$ cat src/rtl/spi_frame_parser_pkg.sv
// rtl/spi_frame_parser_pkg.sv - shared SPI link opcodes, response bytes and framer states
package spi_link_pkg;

    localparam logic [7:0] CMD_WR     = 8'hA5;
    localparam logic [7:0] CMD_RD     = 8'h5A;
    localparam logic [7:0] ACK        = 8'hC3;
    localparam logic [7:0] NAK        = 8'hEE;
    localparam logic [7:0] STATUS_OK  = 8'h00;
    localparam logic [7:0] STATUS_BAD = 8'hFF;

    typedef enum logic [2:0] {
        CMD   = 3'd0,
        ADDR  = 3'd1,
        DATA  = 3'd2,
        CSUM  = 3'd3,
        DRAIN = 3'd4
    } state_t;

endpackage

$ cat src/rtl/spi_frame_parser_if.sv
// rtl/spi_frame_parser_if.sv - byte stream, register port and response signals of the framer
interface spi_frame_parser_if;

    logic       cs_n;
    logic       rx_valid;
    logic [7:0] rx_byte;
    logic       wr_en;
    logic [7:0] wr_addr;
    logic [7:0] wr_data;
    logic [7:0] rd_addr;
    logic [7:0] rd_data;
    logic [7:0] tx_byte;
    logic       frame_ok;
    logic [7:0] err_cnt;

    modport slave (
        input  cs_n, rx_valid, rx_byte, rd_data,
        output wr_en, wr_addr, wr_data, rd_addr, tx_byte, frame_ok, err_cnt
    );

    modport master (
        output cs_n, rx_valid, rx_byte, rd_data,
        input  wr_en, wr_addr, wr_data, rd_addr, tx_byte, frame_ok, err_cnt
    );

endinterface

$ cat src/rtl/spi_frame_parser.sv
// rtl/spi_frame_parser.sv - parses 4-byte write/read frames with XOR checksum on the SPI byte stream
module spi_frame_parser #(
    parameter logic [7:0] CMD_WR = spi_link_pkg::CMD_WR,
    parameter logic [7:0] CMD_RD = spi_link_pkg::CMD_RD,
    parameter logic [7:0] ACK    = spi_link_pkg::ACK,
    parameter logic [7:0] NAK    = spi_link_pkg::NAK
) (
    input  logic                sclk,
    input  logic                reset,
    spi_frame_parser_if.slave   bus
);
    import spi_link_pkg::*;

    state_t     state;
    logic [7:0] opcode;
    logic [7:0] addr;
    logic [7:0] data;
    logic [7:0] acc;
    logic       rd_fetch;

    logic       op_valid;
    logic       is_wr;
    logic [7:0] err_next;

    assign op_valid = (bus.rx_byte == CMD_WR) || (bus.rx_byte == CMD_RD);
    assign is_wr    = (opcode == CMD_WR);
    assign err_next = (bus.err_cnt == 8'hFF) ? bus.err_cnt : bus.err_cnt + 8'd1;

    always_ff @(posedge sclk or posedge reset) begin
        if (reset) begin
            state        <= CMD;
            opcode       <= 8'h00;
            addr         <= 8'h00;
            data         <= 8'h00;
            acc          <= 8'h00;
            rd_fetch     <= 1'b0;
            bus.wr_en    <= 1'b0;
            bus.wr_addr  <= 8'h00;
            bus.wr_data  <= 8'h00;
            bus.rd_addr  <= 8'h00;
            bus.tx_byte  <= 8'h00;
            bus.frame_ok <= 1'b0;
            bus.err_cnt  <= 8'h00;
        end else begin
            bus.wr_en    <= 1'b0;
            bus.frame_ok <= 1'b0;
            if (bus.cs_n) begin
                // Deselect aborts the frame; any byte arriving on this edge is dropped.
                state    <= CMD;
                acc      <= 8'h00;
                rd_fetch <= 1'b0;
            end else begin
                if (rd_fetch) begin
                    bus.tx_byte <= bus.rd_data;
                    rd_fetch    <= 1'b0;
                end
                if (bus.rx_valid) begin
                    case (state)
                        CMD: begin
                            acc <= acc ^ bus.rx_byte;
                            if (op_valid) begin
                                opcode      <= bus.rx_byte;
                                bus.tx_byte <= ACK;
                                state       <= ADDR;
                            end else begin
                                bus.tx_byte <= NAK;
                                bus.err_cnt <= err_next;
                                state       <= DRAIN;
                            end
                        end
                        ADDR: begin
                            addr        <= bus.rx_byte;
                            bus.rd_addr <= bus.rx_byte;
                            acc         <= acc ^ bus.rx_byte;
                            // Reads return register data one edge later, once rd_data has settled.
                            if (is_wr) bus.tx_byte <= bus.rx_byte;
                            else       rd_fetch    <= 1'b1;
                            state       <= DATA;
                        end
                        DATA: begin
                            data        <= bus.rx_byte;
                            acc         <= acc ^ bus.rx_byte;
                            bus.tx_byte <= ~opcode;
                            state       <= CSUM;
                        end
                        CSUM: begin
                            if (acc == bus.rx_byte) begin
                                bus.frame_ok <= 1'b1;
                                bus.tx_byte  <= STATUS_OK;
                                if (is_wr) begin
                                    bus.wr_en   <= 1'b1;
                                    bus.wr_addr <= addr;
                                    bus.wr_data <= data;
                                end
                            end else begin
                                bus.tx_byte <= STATUS_BAD;
                                bus.err_cnt <= err_next;
                            end
                            state <= DRAIN;
                        end
                        default: ;
                    endcase
                end
            end
        end
    end

endmodule

$ cat src/flat_wrapper.sv
// flat-port wrapper written by rule: the top's interface ports become plain ports
module spi_frame_parser_flat import spi_link_pkg::*;
#(
    parameter logic [7:0] CMD_WR = spi_link_pkg::CMD_WR,
    parameter logic [7:0] CMD_RD = spi_link_pkg::CMD_RD,
    parameter logic [7:0] ACK    = spi_link_pkg::ACK,
    parameter logic [7:0] NAK    = spi_link_pkg::NAK
)
  (sclk, reset, bus_cs_n, bus_rx_valid, bus_rx_byte, bus_rd_data, bus_wr_en, bus_wr_addr, bus_wr_data, bus_rd_addr, bus_tx_byte, bus_frame_ok, bus_err_cnt);
  spi_frame_parser_if bus_i ();
  input  logic sclk;
  input  logic reset;
  input wire logic [$bits(bus_i.cs_n)-1:0] bus_cs_n;
  input wire logic [$bits(bus_i.rx_valid)-1:0] bus_rx_valid;
  input wire logic [$bits(bus_i.rx_byte)-1:0] bus_rx_byte;
  input wire logic [$bits(bus_i.rd_data)-1:0] bus_rd_data;
  output wire logic [$bits(bus_i.wr_en)-1:0] bus_wr_en;
  output wire logic [$bits(bus_i.wr_addr)-1:0] bus_wr_addr;
  output wire logic [$bits(bus_i.wr_data)-1:0] bus_wr_data;
  output wire logic [$bits(bus_i.rd_addr)-1:0] bus_rd_addr;
  output wire logic [$bits(bus_i.tx_byte)-1:0] bus_tx_byte;
  output wire logic [$bits(bus_i.frame_ok)-1:0] bus_frame_ok;
  output wire logic [$bits(bus_i.err_cnt)-1:0] bus_err_cnt;
  assign bus_i.cs_n = bus_cs_n;
  assign bus_i.rx_valid = bus_rx_valid;
  assign bus_i.rx_byte = bus_rx_byte;
  assign bus_i.rd_data = bus_rd_data;
  assign bus_wr_en = bus_i.wr_en;
  assign bus_wr_addr = bus_i.wr_addr;
  assign bus_wr_data = bus_i.wr_data;
  assign bus_rd_addr = bus_i.rd_addr;
  assign bus_tx_byte = bus_i.tx_byte;
  assign bus_frame_ok = bus_i.frame_ok;
  assign bus_err_cnt = bus_i.err_cnt;
  spi_frame_parser #(.CMD_WR(CMD_WR), .CMD_RD(CMD_RD), .ACK(ACK), .NAK(NAK)) u_core (.sclk(sclk), .reset(reset), .bus(bus_i));
endmodule
$ cat config.mk
export PLATFORM = sky130hd
export DESIGN_NAME = spi_frame_parser_flat
export DESIGN_NICKNAME = d
export VERILOG_FILES = /design/src/rtl/spi_frame_parser_pkg.sv /design/src/rtl/spi_frame_parser_if.sv /design/src/rtl/spi_frame_parser.sv /design/src/flat_wrapper.sv
export SDC_FILE = /design/constraint.sdc
export NUM_CORES = 1
export LEC_CHECK = 0
export BUFFER_PORTS_ARGS = -buffer_cell sky130_fd_sc_hd__buf_2
export CAP_MARGIN = 20
export CORE_UTILIZATION = 55
export DETAILED_ROUTE_END_ITERATION = 10
export HOLD_SLACK_MARGIN = 0.03
export PLACE_DENSITY = 0.78
export REMOVE_ABC_BUFFERS = 1
export SKIP_CTS_REPAIR_TIMING = 1
export SLEW_MARGIN = 20
export SYNTH_ARGS = -nofsm -noshare
export SYNTH_HDL_FRONTEND = slang
export SYNTH_SLANG_ARGS = --single-unit
$ cat constraint.sdc
create_clock -name sclk -period 2.9 [get_ports sclk]
set_clock_uncertainty 0.1 [all_clocks]
set_input_delay 0.145 -clock sclk [delete_from_list [all_inputs] [get_ports sclk]]
set_output_delay 0.145 -clock sclk [all_outputs]
set_load 0.05 [all_outputs]
==> results.txt, run 1 <==
status - complete, but fails checks
failing checks - negative hold slack
GPL Wtd Cong - 0.832
crit path DAT - 2.37 ns
Slowest-stage cell, CP - a311oi_2
commonest cells in the netlist - dfrtp_1 (70), mux2_1 (29), xor2_1 (23), nand2_1 (19), nor2_1 (19)
Initial Util - 58.5%
Yosys cell types - 42
Critical Path Sink - u_core.bus.tx_byte[3]
Mapped Cells - 277
clk_lat worst skew - 0.34 ns
post-DP HPWL - 4690 um
Logic pwr share - 19.3%
share of cells above drive strength 1 - 30.3%
Sum Neg Setup Slack - 0 ns
top routing layer used - met4
leak pwr - 1.99 nW
vias in the first global route - 2326
Crit path buffers/inverters - 0
total wire length - 7020 um
Avg WL per Cell - 16.8 um
crit-path cells - xor2_1 > nor4_1 > nand2_1 > a311oi_2 > a31oi_1
Root Driver - clkbuf_8
P per Cell Area - 628 nW/um^2
FF+latch count, synth - 70
core area - 5640 um^2
Sw Pwr - 0.000780 W
Post-synth EDFFs - 0
worst-case clock buffer depth - 2
initial antenna violation count - 0
Synth top area share - 53.0%
dpl ws - 0.665 ns
DRC - 0
Synth Area in Simple Gates - 13.6%
peak supply drop - 428 uV
GR Overflow Total - 0
wire length on met2 - 3290 um
worst slew pin tran - 0.849 ns
largest net degree at the start of global routing - 71
Die Span X - 79.5 um
met3 routed WL - 344 um
CP endpoint kind - register
type of the tightest min-delay check - input port to async pin
Final Net Count - 363
sequential share of the synthesized area - 53.0%
post-layout util - 69.0%
Pint - 0.00166 W
Compound-Gate Fraction of Synth Area - 7.16%
Peak Freq - 440 MHz
Seq pwr share - 46.1%
final hold violations - 70
RR Endpoint - u_core.bus.tx_byte[3]
Die Height - 79.5 um
mux share of post-synthesis cell area - 17.5%
Most used DFF post-synth - dfrtp_1
Max-slew headroom - 43.4%
Reg clk slew, reported paths - 0.07 ns
die area - 6320 um^2
Clock Power Share - 34.6%
R2R depth - 5
CTS tree - built
asr flop ratio synth - 100%
r2r setup slk - 0.63 ns
Final WS setup - 0.625 ns
xor/xnor cell area share of the yosys netlist - 6.36%
Cell Area, Synth - 3300 um^2
GRT Total Usage - 24.8%
Crit path depth - 5
antenna fix cells - 0
switch share - 31.9%
Ports - 62
CP Max Fanout - 8
Max-Cap Viols - 0
top post-synthesis cells by area - dfrtp_1 (53%), mux2_1 (9.9%), mux2_2 (6.1%)
total power - 0.00244 W
area grow syn2layout - 17.8%
vias per cell - 5.72
period utilization - 78.4%
largest family of logic cells by synthesized area - multiplexers
first-pass GRT wire length - 11700 um
DR pass1 iterations - 4
count leader, synth - dfrtp_1
kind of critical path - register to register
YS warnings - 0
delay-heaviest family, CP - compound AO/OA/AOI/OAI gates
r2r startpoint - u_core.acc[7]
Syn Area/Cell - 11.9 um^2
leading area contributor after synthesis - dfrtp_1
I/O Buffers - 61
Tmin final - 2.27 ns
Num CTS Buffers - 9
# rows - 27
Worst EP required - 2.99 ns
Worst Setup SP - u_core.acc[7]
htree depth - 3
First DRT Iteration DRCs - 153
Slew Viols, Final - 0
Adder-Cell Fraction of Synth Area - 0.379%
DRT antenna net count - 0
CP peak stage delay - 0.66 ns
TritonCTS Sinks - 70
RSZ-0062 raised after global routing - no
via count - 2393
Min Hold Slack - -0.0595 ns
Critical Path Source Type - register
M1 wire length - 3260 um
Final setup viols - 0
layout by cell type (no fill, tap or decap), drive strengths merged, types with 3 or more instances in the layout:
master / n
nor3: 4
a31oi: 8
o21ai: 3
o22ai: 8
nand4bb: 4
dfrtp: 70
xor2: 23
clkbuf: 9
nand2: 19
inv: 3
clkinvlp: 3
a21oi: 10
or2: 5
buf: 64
nand4: 3
nor4: 6
nor2: 19
nand3: 3
mux2i: 5
mux2: 47
sequential cells by signal (all words and copies together) (netlist names):
signal,count
u_core.acc,8
u_core.bus.err_cnt,8
u_core.bus.frame_ok,1
u_core.bus.rd_addr,8
u_core.bus.tx_byte,8
u_core.bus.wr_addr,8
u_core.bus.wr_data,8
u_core.bus.wr_en,1
u_core.data,8
u_core.opcode,8
u_core.rd_fetch,1
u_core.state,3
layer usage:
layer  track usage, %  up-vias
met5                0        -
met1             34.5     1181
met3             4.80       12
li1                 -     1129
met2             37.4       71
met4             11.5        0
power groups by stage:
stage                     Sequential, W  Combinational [W]  Clock (W)
after floorplan                 0.00133           0.000154          0
after global placement          0.00114           0.000466          0
after detailed placement        0.00114           0.000475          0
after CTS                       0.00113           0.000475   0.000865
after global routing            0.00114           0.000516   0.000896
final                           0.00113           0.000472   0.000845
final cells by class:
cell class | instances | area [um^2]
timing repair buffer | 65 | 338
multi-input combinational | 193 | 1490
inverter | 3 | 11.3
fill | 432 | 1750
clock buffer | 9 | 124
sequential | 70 | 1750
tap | 72 | 90.1
clock inverter | 6 | 87.6
logic make-up after synthesis:
| family | after synthesis |
|---|---|
| adder cells (fa/ha/maj) | 1 |
| AND/OR/NAND/NOR | 79 |
| buffers and inverters | 14 |
| multiplexers | 52 |
| flip-flops | 70 |
| XOR/XNOR | 24 |
| AO/OA/AOI/OAI | 37 |
through the flow:
stage	cells	area, um^2
2_1_floorplan	266	3250
3_3_place_gp	402	3670
3_5_place_dp	402	3670
4_1_cts	417	3880
5_1_grt	418	3890
6_report	418	3890
worst min-delay path by stage:
stage | slack, ns | cells after the start | endpoint
final | -0.06 | 3 | u_core.acc[6]
after floorplan | 0.11 | 1 | u_core.state[0]
after CTS | -0.02 | 3 | u_core.bus.wr_data[6]
after global routing | 0.03 | 3 | u_core.bus.tx_byte[6]
after global placement | 0.32 | 3 | u_core.state[2]
after detailed placement | 0.35 | 3 | u_core.state[2]
worst register-to-register path, cell delays in order (launching register included):
cell and delay [ns]:
dfrtp_1 0.41, xor2_1 0.17, nor4_1 0.40, nand2_1 0.21
a311oi_2 0.66, a31oi_1 0.17
Power figures use the tool's default switching activity.
==> run 2, diff against run 1 <==
CORE_UTILIZATION = 50   (was 55)
PLACE_DENSITY = 0.75   (was 0.78)
clock period = 2 ns   (was 2.9 ns; I/O delays follow)
==> results.txt, run 2 (synthesis results as in run 1) <==
Sum Neg Setup Slack - 0 ns
grt peak-use layer - met2
clk_lat worst skew - 0.35 ns
Die Span X - 83.3 um
total wire length - 7300 um
M3 GR Usage - 4.17%
htree depth - 3
kind of critical path - register to register
via count - 2513
Critical Path Source Type - register
worst-case clock buffer depth - 2
share of cells above drive strength 1 - 37.2%
Slew Viols, Final - 0
Min Hold Slack - -0.0113 ns
most common cell after layout, fill and taps aside - dfrtp_1
GPL Wtd Cong - 0.832
Cell Area, Placed - 3900 um^2
first-pass GRT wire length - 12300 um
r2r startpoint - u_core.acc[7]
GR Overflow Total - 0
RSZ-0062 raised after global routing - yes
total power - 0.00356 W
Tmin final - 1.99 ns
TritonCTS Sinks - 70
M2 GR Usage - 34.3%
initial antenna violation count - 0
Slowest-stage cell, CP - dfrtp_1
RR Endpoint - u_core.bus.wr_addr[6]
Avg WL per Cell - 15.9 um
Root Driver - clkbuf_8
Critical Path Sink - u_core.bus.wr_addr[6]
status - complete, but fails checks
Die Height - 83.3 um
peak supply drop - 705 uV
Num CTS Buffers - 9
I/O Buffers - 61
DRT antenna net count - 0
P per Cell Area - 837 nW/um^2
final hold violations - 2
r2r setup slk - 0.008 ns
# rows - 29
CP Max Fanout - 17
area grow syn2layout - 28.7%
die area - 6940 um^2
delay-heaviest family, CP - simple AND/OR/NAND/NOR gates
antenna fix cells - 0
R2R depth - 6
most frequent cells in the layout - dfrtp_1 (70), buf_2 (61), buf_4 (27)
Reg clk slew, reported paths - 0.08 ns
period utilization - 99.6%
First DRT Iteration DRCs - 148
placed insts - 433
Worst Setup SP - u_core.acc[7]
DR pass1 iterations - 4
vias in the first global route - 2488
met1 Usage GRT - 32.3%
CP endpoint kind - register
largest net degree at the start of global routing - 71
CP peak stage delay - 0.40 ns
Max-Cap Viols - 0
crit path DAT - 2.13 ns
Max-slew headroom - 73.4%
leak pwr - 2.17 nW
Crit path buffers/inverters - 1
GRT Total Usage - 22.7%
post-DP HPWL - 5070 um
core area - 6350 um^2
Ports - 62
Fillers - 489
DRC - 0
hold path depth - 3
Crit path depth - 6
failing checks - negative hold slack
Worst EP required - 2.14 ns
Final Net Count - 398
Post-Layout Cell Count - 459
Initial Util - 52.0%
CTS tree - built
worst slew pin tran - 0.398 ns
type of the tightest min-delay check - input port to register
Peak Freq - 502 MHz
Design Area, Final - 4250 um^2
crit-path cells - xor2_1 > nor4_2 > nand2_1 > nor3_4 > buf_12 > mux2_1
vias per cell - 5.47
Final setup viols - 0
-- run 2: changes by cell type in the layout (fill, tap and decap cells not counted), sizes merged --
cell / before / now
buf: 64 / 90
dlygate4sd3: 1 / 10
clkinvlp: 3 / 1
inv: 3 / 5
bufinv: 2 / 1
clkbuf: 9 / 10
clkinv: 1 / 2
-- run 2: worst register-to-register path: stages, from the launching register on --
cell and delay, ns:
dfrtp_1 0.40, xor2_1 0.18, nor4_2 0.30, nand2_1 0.15
nor3_4 0.20, buf_12 0.20, mux2_1 0.34
-- run 2: metrics by stage --
stage	util (%)	hold WS (ns)	setup WS (ns)
after global routing	67.0	0.0313	-0.102
after floorplan	-	0.0631	-0.332
after global placement	61.4	0.101	-0.0141
after CTS	64.6	-0.281	-0.158
after detailed placement	61.4	0.109	-0.121
final	67.0	-0.0113	0.00796
-- run 2: area by class of cell --
cell class	count	area, um^2	share of cell area [%]
sequential	70	1750	41.2
multi-input combinational	193	1540	36.2
timing repair buffer	100	648	15.2
clock buffer	10	138	3.24
tap	77	96.3	2.27
clock inverter	6	68.8	1.62
inverter	3	11.3	0.265
-- run 2: how the worst min path moves through the flow --
stage	from	slack [ns]	to
2_1_floorplan	bus_cs_n	0.06	u_core.state[0]
3_3_place_gp	reset	0.10	u_core.bus.err_cnt[3]
3_5_place_dp	reset	0.11	u_core.bus.err_cnt[4]
4_1_cts	reset	-0.28	u_core.data[6]
5_1_grt	bus_rx_byte[6]	0.03	u_core.acc[6]
6_report	bus_rd_data[2]	-0.01	u_core.bus.tx_byte[2]
-- run 2: routing by layer --
layer	part of all wire, %	vias up
li1	-	1202
met1	48	1232
met2	46	67
met3	4.6	12
met4	1.8	0
met5	0	-
-- run 2: where the power goes --
group	switching (W)	internal, W
clock network	0.000565	0.000618
logic	0.000503	0.000238
registers	0.000113	0.00152
total	0.00118	0.00238
==> run 3, diff against run 2 <==
SETUP_SLACK_MARGIN = 0.3   (was default)
==> results.txt, run 3 (synthesis results as in run 1) <==
status - complete, but fails checks
failing checks - negative hold slack, negative setup slack
crit path DAT - 2.16 ns
DR pass1 iterations - 5
first-pass GRT wire length - 12300 um
worst-case clock buffer depth - 2
most common cell after layout, fill and taps aside - dfrtp_1
Final WS setup - -0.0232 ns
Initial Util - 52.0%
hold path start - bus_rd_data[2]
initial antenna violation count - 0
total power - 0.00363 W
CP Max Fanout - 17
leak pwr - 2.20 nW
Num CTS Buffers - 9
met1 Usage GRT - 32.3%
R2R depth - 6
period utilization - 101%
First DRT Iteration DRCs - 171
Clock Power Share - 32.9%
GPL Wtd Cong - 0.832
Final Net Count - 402
# rows - 29
vias in the first global route - 2488
switch share - 33.7%
Critical Path Source Type - register
peak supply drop - 733 uV
core area - 6350 um^2
Sw Pwr - 0.00123 W
final hold violations - 2
clk_lat worst skew - 0.36 ns
r2r setup slk - -0.02 ns
hold path depth - 3
Die Height - 83.3 um
RR Endpoint - u_core.bus.wr_addr[6]
total wire length - 7860 um
DRC - 0
Die Span X - 83.3 um
worst slew pin tran - 0.408 ns
post-DP HPWL - 5070 um
Max-slew headroom - 72.7%
Pint - 0.00241 W
area grow syn2layout - 34.1%
area of the multi-input gates - 1660 um^2
DRT antenna net count - 0
M3 GR Usage - 4.17%
type of the tightest min-delay check - input port to register
Peak Freq - 494 MHz
Seq pwr share - 45.3%
Hold EP - u_core.bus.tx_byte[2]
Min Hold Slack - -0.0172 ns
Max-Cap Viols - 0
share of cells above drive strength 1 - 42.5%
vias per cell - 5.53
dpl ws - -0.121 ns
GRT Total Usage - 22.7%
Logic pwr share - 21.9%
r2r startpoint - u_core.acc[7]
Root Driver - clkbuf_8
largest net degree at the start of global routing - 71
CP endpoint kind - register
Avg WL per Cell - 17.0 um
Worst EP required - 2.14 ns
Slew Viols, Final - 0
CTS tree - built
GR Overflow Total - 0
htree depth - 3
most frequent cells in the layout - dfrtp_1 (70), buf_2 (61), buf_4 (26)
I/O Buffers - 61
kind of critical path - register to register
die area - 6940 um^2
Fillers - 469
antenna fix cells - 0
Final setup viols - 9
P per Cell Area - 820 nW/um^2
Reg clk slew, reported paths - 0.08 ns
TritonCTS Sinks - 70
via count - 2559
Tmin final - 2.02 ns
FF/Latch Area - 1750 um^2
grt peak-use layer - met2
Ports - 62
M2 GR Usage - 34.3%
RSZ-0062 raised after global routing - yes
==> run 3: changes by cell type in the layout (fill, tap and decap cells not counted), sizes merged <==
| cell | change |
|---|---|
| buf | +4 |
==> run 3: metrics by stage <==
stage	instances	setup TNS (ns)	hold slack [ns]	utilization (%)	instance area [um^2]
floorplan	266	-5.33	0.0631	-	3250
global placement	433	-0.202	0.101	61.4	3900
detailed placement	433	-1.89	0.109	61.4	3900
CTS	449	-2.60	-0.281	64.6	4100
global route	463	-2.93	0.0313	69.8	4430
finish	463	-0.0698	-0.0172	69.8	4430
==> run 3: power groups by stage <==
stage / clock network (W) / registers [W] / logic [W]
2_1_floorplan: 0 / 0.00192 / 0.000224
3_3_place_gp: 0 / 0.00166 / 0.000713
3_5_place_dp: 0 / 0.00166 / 0.000721
4_1_cts: 0.00121 / 0.00163 / 0.000724
5_1_grt: 0.00125 / 0.00166 / 0.000851
6_report: 0.00119 / 0.00164 / 0.000795
==> run 3: routing by layer <==
| metal | vias up | share of wire, % |
|---|---|---|
| met2 | 61 | 47 |
| met4 | 0 | 1.7 |
| li1 | 1205 | - |
| met5 | - | 0 |
| met3 | 12 | 3.4 |
| met1 | 1281 | 48 |
==> run 3: worst max path at each step <==
stage	cells past startpoint	slack, ns	endpoint	startpoint
4_1_cts	6	-0.16	u_core.bus.wr_addr[6]	u_core.acc[1]
5_1_grt	7	-0.15	u_core.bus.tx_byte[3]	u_core.acc[7]
3_5_place_dp	6	-0.12	u_core.bus.wr_addr[6]	u_core.acc[1]
2_1_floorplan	4	-0.33	u_core.bus.wr_addr[0]	u_core.opcode[6]
3_3_place_gp	6	-0.01	u_core.bus.wr_addr[7]	u_core.acc[1]
6_report	6	-0.02	u_core.bus.wr_addr[6]	u_core.acc[7]
==> run 3: final cells by class <==
| cell class | count | share of cell area [%] |
|---|---|---|
| multi-input combinational | 193 | 37.6 |
| tap | 77 | 2.17 |
| clock inverter | 6 | 1.55 |
| sequential | 70 | 39.5 |
| timing repair buffer | 104 | 15.8 |
| inverter | 3 | 0.254 |
| clock buffer | 10 | 3.11 |
==> run 3: worst max-delay path, cell delays in order, from the launching register on <==
cell and delay [ns]:
dfrtp_1 0.41, xor2_1 0.18, nor4_2 0.32, nand2_1 0.16, nor3_4 0.20, buf_12 0.20
mux2_1 0.34
